==> src/rtl/seq_det_pkg.sv <==
// Shared constants and elaboration-time KMP helpers for the serial pattern detector.
package seq_det_pkg;

    localparam logic MODE_NOOVL = 1'b0;
    localparam logic MODE_OVL   = 1'b1;

    // Longest proper border of the n-bit prefix of pattern.
    // Prefix bit i lives at pattern[len-1-i], because the MSB is received first.
    function automatic int kmp_fail(logic [15:0] pattern, int len, int n);
        int   res;
        logic ok;
        res = 0;
        for (int l = 1; l < n; l++) begin
            ok = 1'b1;
            for (int i = 0; i < l; i++) begin
                if (pattern[len-1-i] != pattern[len-1-(n-l+i)]) ok = 1'b0;
            end
            if (ok) res = l;
        end
        return res;
    endfunction

    // Progress after appending bit b to a j-bit matched prefix.
    // Scans every suffix length and keeps the longest one that is also a pattern prefix.
    // A matching bit gives j+1 through the full-length candidate.
    // A mismatching bit falls back to the longest border.
    function automatic int kmp_next(logic [15:0] pattern, int len, int j, logic b);
        logic [16:0] s;
        int          res;
        logic        ok;
        s = '0;
        for (int i = 0; i < j; i++) s[i] = pattern[len-1-i];
        s[j] = b;
        res  = 0;
        for (int l = 1; l <= j + 1; l++) begin
            if (l <= len) begin
                ok = 1'b1;
                for (int i = 0; i < l; i++) begin
                    if (s[j+1-l+i] != pattern[len-1-i]) ok = 1'b0;
                end
                if (ok) res = l;
            end
        end
        return res;
    endfunction

endpackage

==> src/rtl/seq_match_counter.sv <==
// Saturating event counter with synchronous active-low clear.
module seq_match_counter #(
    parameter int CNT_W = 8
) (
    input  logic             i_clk,
    input  logic             i_rst_n,
    input  logic             i_inc,
    output logic [CNT_W-1:0] o_cnt
);

    logic [CNT_W-1:0] r_cnt;

    // Count events and hold at all-ones instead of wrapping.
    always_ff @(posedge i_clk) begin
        if (!i_rst_n)                    r_cnt <= '0;
        else if (i_inc && (r_cnt != '1)) r_cnt <= r_cnt + CNT_W'(1);
    end

    assign o_cnt = r_cnt;

endmodule

==> src/rtl/seq_detector_param.sv <==
// Parametrised Moore serial pattern detector with KMP fallback, valid gating,
// run-time overlap mode and a saturating match counter.
module seq_detector_param
    import seq_det_pkg::*;
#(
    parameter int                 PAT_LEN = 4,
    parameter logic [PAT_LEN-1:0] PATTERN = 4'b1010,
    parameter int                 CNT_W   = 8,
    localparam int                SW      = $clog2(PAT_LEN + 1)
) (
    input  logic             clk,
    input  logic             rst,
    input  logic             x,
    input  logic             x_valid,
    input  logic             overlap_en,
    output logic             y,
    output logic [CNT_W-1:0] match_cnt,
    output logic [SW-1:0]    state_dbg
);

    localparam logic [SW-1:0] DET    = SW'(PAT_LEN);
    localparam int            FAIL_N = kmp_fail(16'(PATTERN), PAT_LEN, PAT_LEN);

    logic [SW-1:0]              r_state;
    logic                       r_y;
    logic [SW-1:0]              w_j;
    logic [SW-1:0]              w_step;
    logic [SW-1:0]              w_next;
    logic                       w_inc;
    logic [PAT_LEN-1:0][SW-1:0] w_tab0;
    logic [PAT_LEN-1:0][SW-1:0] w_tab1;

    // The transition table is made of elaboration-time constants, so it needs no storage.
    for (genvar g = 0; g < PAT_LEN; g++) begin : g_tab
        assign w_tab0[g] = SW'(kmp_next(16'(PATTERN), PAT_LEN, g, 1'b0));
        assign w_tab1[g] = SW'(kmp_next(16'(PATTERN), PAT_LEN, g, 1'b1));
    end

    // State register. y is registered next to the state, so x has no combinational path to y.
    always_ff @(posedge clk) begin
        if (!rst) begin
            r_state <= '0;
            r_y     <= 1'b0;
        end else begin
            r_state <= w_next;
            r_y     <= (w_next == DET);
        end
    end

    // Next state. Leaving DET restarts from the pattern border (overlap) or from zero.
    always_comb begin
        w_j = r_state;
        if (r_state == DET) w_j = (overlap_en == MODE_OVL) ? SW'(FAIL_N) : '0;
        w_step = '0;
        for (int g = 0; g < PAT_LEN; g++) begin
            if (w_j == SW'(g)) w_step = x ? w_tab1[g] : w_tab0[g];
        end
        w_next = x_valid ? w_step : r_state;
        w_inc  = x_valid && (w_step == DET);
    end

    // Outputs come straight from registers.
    always_comb begin
        y         = r_y;
        state_dbg = r_state;
    end

    seq_match_counter #(.CNT_W(CNT_W)) u_cnt (
        .i_clk   (clk),
        .i_rst_n (rst),
        .i_inc   (w_inc),
        .o_cnt   (match_cnt)
    );

endmodule
==> config.mk <==
export PLATFORM = sky130hd
export DESIGN_NAME = seq_detector_param
export DESIGN_NICKNAME = d
export VERILOG_FILES = /design/src/rtl/seq_det_pkg.sv /design/src/rtl/seq_match_counter.sv /design/src/rtl/seq_detector_param.sv
export SDC_FILE = /design/constraint.sdc
export NUM_CORES = 1
export LEC_CHECK = 0
export ABC_AREA = 1
export CELL_PAD_IN_SITES_DETAIL_PLACEMENT = 0
export CELL_PAD_IN_SITES_GLOBAL_PLACEMENT = 1
export CORE_MARGIN = 2
export CORE_UTILIZATION = 34
export CTS_CLUSTER_DIAMETER = 150
export DETAILED_ROUTE_END_ITERATION = 8
export PLACE_DENSITY_LB_ADDON = 0.05
export SYNTH_ARGS = -nofsm -noshare
export SYNTH_HDL_FRONTEND = slang
export SYNTH_SLANG_ARGS = --single-unit
export TNS_END_PERCENT = 30
==> constraint.sdc <==
create_clock -name clk -period 1.83 [get_ports clk]
set_input_delay 0.366 -clock clk [delete_from_list [all_inputs] [get_ports clk]]
set_output_delay 0.366 -clock clk [all_outputs]
set_load 0.005 [all_outputs]
==> results of run 1 <==
==> worst paths after layout <==
check,start,end,slack (ns),cells past startpoint
worst min-delay path,u_cnt.o_cnt[1],u_cnt.o_cnt[1],0.51,2
worst max-delay path,u_cnt.o_cnt[3],match_cnt[3],0.19,1
worst min register to register,u_cnt.o_cnt[1],u_cnt.o_cnt[1],0.51,2
worst max register to register,u_cnt.o_cnt[0],u_cnt.o_cnt[0],0.47,8
==> tightest hold or removal path: stages (launching register included) <==
cell	delay, ns
sky130_fd_sc_hd__dfxtp_1	0.34
sky130_fd_sc_hd__nand2_1	0.07
sky130_fd_sc_hd__a21oi_1	0.05
==> power by group through the flow <==
| stage | Sequential [uW] | Combinational [uW] | Clock (uW) |
|---|---|---|---|
| after floorplan | 273 | 14.1 | 0 |
| after global placement | 273 | 37.8 | 0 |
| after detailed placement | 274 | 37.8 | 0 |
| after CTS | 267 | 38.0 | 220 |
| after global routing | 268 | 41.3 | 240 |
| final | 267 | 37.0 | 215 |
==> per-layer routing <==
layer | GRT usage, % | wire length, um
met5 | 0 | 0
met4 | 5.71 | 27
met1 | 17.1 | 712
met3 | 3.37 | 55
met2 | 26.4 | 786
==> final cells by class <==
cell class / instances / share of cell area, %
multi-input cells: 82 / 42.8
flip-flops and latches: 12 / 25.5
repair buffers: 18 / 18.6
inverters: 14 / 5.59
clock buffers: 4 / 3.86
well taps: 27 / 3.59
==> state kept, by name, indices dropped and copies added (netlist names) <==
name         flops
u_cnt.o_cnt      8
state_dbg        3
y                1
==> logic make-up (layout without fill, tap and decap cells) <==
kind of cell               after synthesis  count (layout)  share of synthesized area [%]
and+or+nand+nor                         67              67                           45.5
buffers and inverters                   14              36                           7.55
AOI/OAI and AO/OA                       13              13                           9.35
DFF                                     12              12                           34.5
adders and majority gates                1               1                           1.80
xor gates and xnor gates                 1               1                           1.26
==> stage by stage <==
stage,std cells,total power (uW),worst slack (ns),cell area [um^2]
after floorplan,108,287,0.586,696
after global placement,153,311,0.256,905
after detailed placement,153,311,0.232,905
after CTS,157,526,0.189,941
after global routing,157,549,0.109,941
final,157,519,0.193,941
==> cell usage in the layout (no fill, tap or decap) <==
master	instances
sky130_fd_sc_hd__a21oi_1	10
sky130_fd_sc_hd__o21ai_1	1
sky130_fd_sc_hd__clkbuf_8	1
sky130_fd_sc_hd__nand2_1	37
sky130_fd_sc_hd__nor3_2	1
sky130_fd_sc_hd__nand3_2	3
sky130_fd_sc_hd__inv_2	3
sky130_fd_sc_hd__nand3b_1	2
sky130_fd_sc_hd__nand2_2	2
sky130_fd_sc_hd__xor2_1	1
sky130_fd_sc_hd__inv_1	9
sky130_fd_sc_hd__buf_4	2
sky130_fd_sc_hd__clkbuf_4	3
sky130_fd_sc_hd__dfxtp_1	12
sky130_fd_sc_hd__nor2_1	11
sky130_fd_sc_hd__nor2_4	2
sky130_fd_sc_hd__o21ai_0	2
sky130_fd_sc_hd__clkdlybuf4s50_1	16
sky130_fd_sc_hd__clkinv_1	2
sky130_fd_sc_hd__nor2_2	1
sky130_fd_sc_hd__nand3_1	8
sky130_fd_sc_hd__ha_1	1
==> run metrics, run 1 <==
result of the run finished, final reports clean; clock root buffer master sky130_fd_sc_hd__clkbuf_4; Area contributors post-synth sky130_fd_sc_hd__dfxtp_1 (35%), sky130_fd_sc_hd__nand2_1 (20%), sky130_fd_sc_hd__a21oi_1 (7.2%), sky130_fd_sc_hd__nor2_1 (5.9%), sky130_fd_sc_hd__nand3_1 (5.8%); core outline area ~2000 um^2; final wirelength 1580 um; YS warnings 0; number of buffers inserted during clock tree synthesis 3; H-Tree Depth 1; number of search-and-repair iterations in the first detailed-routing pass 4; final clock period utilization by the worst path between 80 and 90%; detailed-route wire length per cell 10.1 um; critical path endpoint category primary output; overall global routing resource usage between 10 and 15%; clock-pin slew reported for the worst setup and hold paths after clock tree synthesis 0.08 ns; Sum Neg Setup Slack 0 ns; Filler cells 222; category of the critical setup timing path flip-flop to primary output; pin count of the biggest net entering global routing 11; library cell with the highest instance count after synthesis sky130_fd_sc_hd__nand2_1; slew of the pin with the lowest slew margin 0.289 ns; number of global-route vias before repair 676; slowest library cell on the worst path sky130_fd_sc_hd__clkdlybuf4s50_1; count of distinct cell types in the synthesized netlist 18; die width 49.2 um; Critical Path, Cell by Cell clkdlybuf4s50_1; Syn-to-layout area delta 35.3%; required time at the worst-slack endpoint 1.46 ns; proportion of synthesized chip area in sequential cells 34.5%; P per Cell Area ~550 nW/um^2; number of I/O port buffers 16; post-synth top area share 34.5%; post-cts resize count 0; clock tree from TritonCTS done; net switching share of the total power 22.4%; effective utilization at floorplan between 30% and 40%; flops & latches, synth 12; nets in the synthesized netlist 114; Comb power frac between 7 and 8%; HPWL reported at the end of detailed placement between 1000 and 1500 um; part of the total power dissipated in sequential elements about half; number of nets in the layout about 140; std cell rows 16; number of sinks on the clock net 12; worst IR drop on VDD around 0.35 mV; count of inserted antenna diode cells 0; total area of sequential cells ~240 um^2; source-to-sink clock delay at the later pin of the worst-skew pair 0.28 ns; Arrival @ worst endpoint 1.27 ns; residual DRC count 0; Post-synth ARST share 0%; I/O pin count 17; Post-Syn Instances 108; average footprint of a synthesized cell 6.44 um^2; global-route wire length before repair 2810 um; setup bufs post-CTS 0; Fin Hold WS 0.506 ns; Final Wtd Congestion between 0.7 and 0.8; leakage power of the design 0.000351 uW; headroom to the max-slew limit 80.6%; Post-Syn Area 696 um^2; total via count after detailed routing 720; commonest cells in the synthesized netlist sky130_fd_sc_hd__nand2_1 (37), sky130_fd_sc_hd__dfxtp_1 (12), sky130_fd_sc_hd__nor2_1 (11), sky130_fd_sc_hd__a21oi_1 (10), sky130_fd_sc_hd__inv_1 (9); number of enable-type register cells in the synthesized netlist 0; Int Pwr 403 uW; share of the core filled with cells in the final layout 48.5%; number of buffers and inverters on the critical path 1; commonest register cell after synthesis sky130_fd_sc_hd__dfxtp_1; drt initial violations 8; type of the tightest min-delay check flip-flop to flip-flop; count of endpoints failing hold in the final timing report 0; Max Freq 0.611 GHz; maximum number of buffers from clock root to sink 2; Die Y 49.2 um; Post-CTS Hold Fix Bufs 0; # setup viols final 0; min Tclk post-route 1.64 ns; Post-DRT Antenna Nets 0; P_sw 116 uW; worst-case clock skew between 0.004 and 0.005 ns; initial antenna violation count 0; Worst Setup Start Kind flip-flop; Yosys top cell by area sky130_fd_sc_hd__dfxtp_1; delay of the slowest critical-path stage roughly 0.55 ns; per-cell via count in the routed design 4.59; setup repair after global routing missed its margin no; number of slew-limit violations in the final report 0; footprint of the multi-input gates around 400 um^2; largest driver fanout on the critical path 6; cell type group with the largest total delay on the critical path buffers and inverters; total die area roughly 2400 um^2; Clock Power Share 41.4%; reported max-cap violation count 0; total global routing overflow 0; layout cells sized above 1 13.8%
(Power assumes the default switching activity.)
==> run 2: changes to the inputs <==
- RECOVER_POWER: not set -> 100
==> run 2 against run 1 <==
- cell count unchanged
- clock power is essentially flat
- sequential power about the same
- setup slack worse by 0.038 ns
- register-to-register slack got worse by 0.19 ns
- critical path type unchanged
- largest cell class unchanged
==> run metrics, run 2 (synthesis gave the netlist of run 1 again) <==
Filler cells roughly 230; number of sinks on the clock net 12; met1 capacity usage during global routing 17.1%; min Tclk post-route 1.67 ns; Sum Neg Setup Slack 0 ns; per-cell via count in the routed design 4.62; count of endpoints failing hold in the final timing report 0; maximum number of buffers from clock root to sink 2; HPWL reported at the end of detailed placement 1220 um; Largest register FFs 8; number of search-and-repair iterations in the first detailed-routing pass 4; clock root buffer master sky130_fd_sc_hd__clkbuf_4; std cell rows 16; category of the critical setup timing path flip-flop to primary output; top library cells by usage in the layout, fill and taps aside sky130_fd_sc_hd__nand2_1 (38), sky130_fd_sc_hd__dlygate4sd3_1 (14), sky130_fd_sc_hd__nor2_1 (12), sky130_fd_sc_hd__dfxtp_1 (12), sky130_fd_sc_hd__inv_1 (11); drt initial violations 10; largest driver fanout on the critical path 6; global-route wire length before repair 2810 um; slack of the worst reg-to-reg path 0.28 ns; reported max-cap violation count 0; commonest non-fill, non-tap cell in the layout sky130_fd_sc_hd__nand2_1; layout cells sized above 1 9.23%; critical path endpoint category primary output; worst-case clock skew 0.00201 ns; slew of the pin with the lowest slew margin 0.406 ns; P per Cell Area between 500 and 600 nW/um^2; total global routing overflow 0; Critical Path, Cell by Cell dlygate4sd3_1; Fin Hold WS ~0.5 ns; post-cts resize count 0; number of I/O port buffers 16; number of buffers inserted during clock tree synthesis 3; Die Y 49.2 um; number of slew-limit violations in the final report 0; footprint of the multi-input gates 383 um^2; pin count of the biggest net entering global routing 11; source-to-sink clock delay at the later pin of the worst-skew pair around 0.27 ns; worst IR drop on VDD approximately 0.34 mV; Worst Setup Start Kind flip-flop; I/O pin count 17; core outline area 1940 um^2; H-Tree Depth 1; type of the tightest min-delay check flip-flop to flip-flop; Max Freq 0.597 GHz; clock-pin slew reported for the worst setup and hold paths after clock tree synthesis 0.08 ns; delay of the slowest critical-path stage 0.60 ns; result of the run finished, final reports clean; leakage power of the design just under 0.0004 uW; most utilized layer in the global route result met2; final clock period utilization by the worst path about nine tenths; slowest library cell on the worst path sky130_fd_sc_hd__dlygate4sd3_1; setup bufs post-CTS 0; M2 GR Usage 26.4%; detailed-route wire length per cell between 10 and 15 um; total die area between 2000 and 2500 um^2; residual DRC count 0; Post-CTS Hold Fix Bufs 0; Arrival @ worst endpoint 1.31 ns; number of global-route vias before repair 676; # setup viols final 0; number of buffers and inverters on the critical path 1; Post-DRT Antenna Nets 0; final wirelength roughly 1600 um; overall global routing resource usage 14.9%; Final Wtd Congestion 0.751; clock tree from TritonCTS done; required time at the worst-slack endpoint between 1 and 1.5 ns; Syn-to-layout area delta 32.4%; setup repair after global routing missed its margin no; headroom to the max-slew limit 72.7%; effective utilization at floorplan 35.8%; number of nets in the layout roughly 140; M3 GR Usage 3.37%; count of inserted antenna diode cells 0; total via count after detailed routing 726; die width 49.2 um; total area of sequential cells 240 um^2; initial antenna violation count 0; cell type group with the largest total delay on the critical path buffers and inverters
-- run 2: area by class of cell --
type,count,share of cell area (%)
Tap cell,27,3.67
Clock buffer,4,3.94
Sequential cell,12,26.1
Multi-Input combinational cell,82,41.6
Inverter,14,5.71
Timing Repair Buffer,18,19.0
-- run 2: final timing paths --
path	from	end	cells after the start
hold reg to reg	u_cnt.o_cnt[1]	u_cnt.o_cnt[1]	2
hold / removal	u_cnt.o_cnt[1]	u_cnt.o_cnt[1]	2
setup / recovery	u_cnt.o_cnt[2]	match_cnt[2]	1
setup reg to reg	u_cnt.o_cnt[0]	u_cnt.o_cnt[0]	8
-- run 2: stage by stage --
stage                     utilization [%]  worst slack (ns)  area [um^2]  instances  total power (uW)
after floorplan                         -             0.586          696        108               287
after global placement               46.6             0.256          905        153               311
after detailed placement             46.6             0.232          905        153               311
after CTS                            48.5             0.189          941        157               526
after global routing                 47.4            0.0735          921        157               546
final                                47.4             0.155          921        157               517
-- run 2: where the power goes --
group	total (uW)	switching (uW)	internal, uW
combinational	34.6	18.0	16.5
clock	215	94.4	121
sequential	267	3.84	263
total	517	116	401
-- run 2: worst min-delay path: stages (launching register included) --
cell and delay [ns]:
sky130_fd_sc_hd__dfxtp_1 0.34, sky130_fd_sc_hd__nand2_1 0.07, sky130_fd_sc_hd__a21oi_1 0.05
-- run 2: per-layer routing --
metal  vias up  share of wire (%)
met1       324                 46
li1        382                  -
met3         5                3.4
met4         0                1.7
met2        15                 49
met5         -                  0
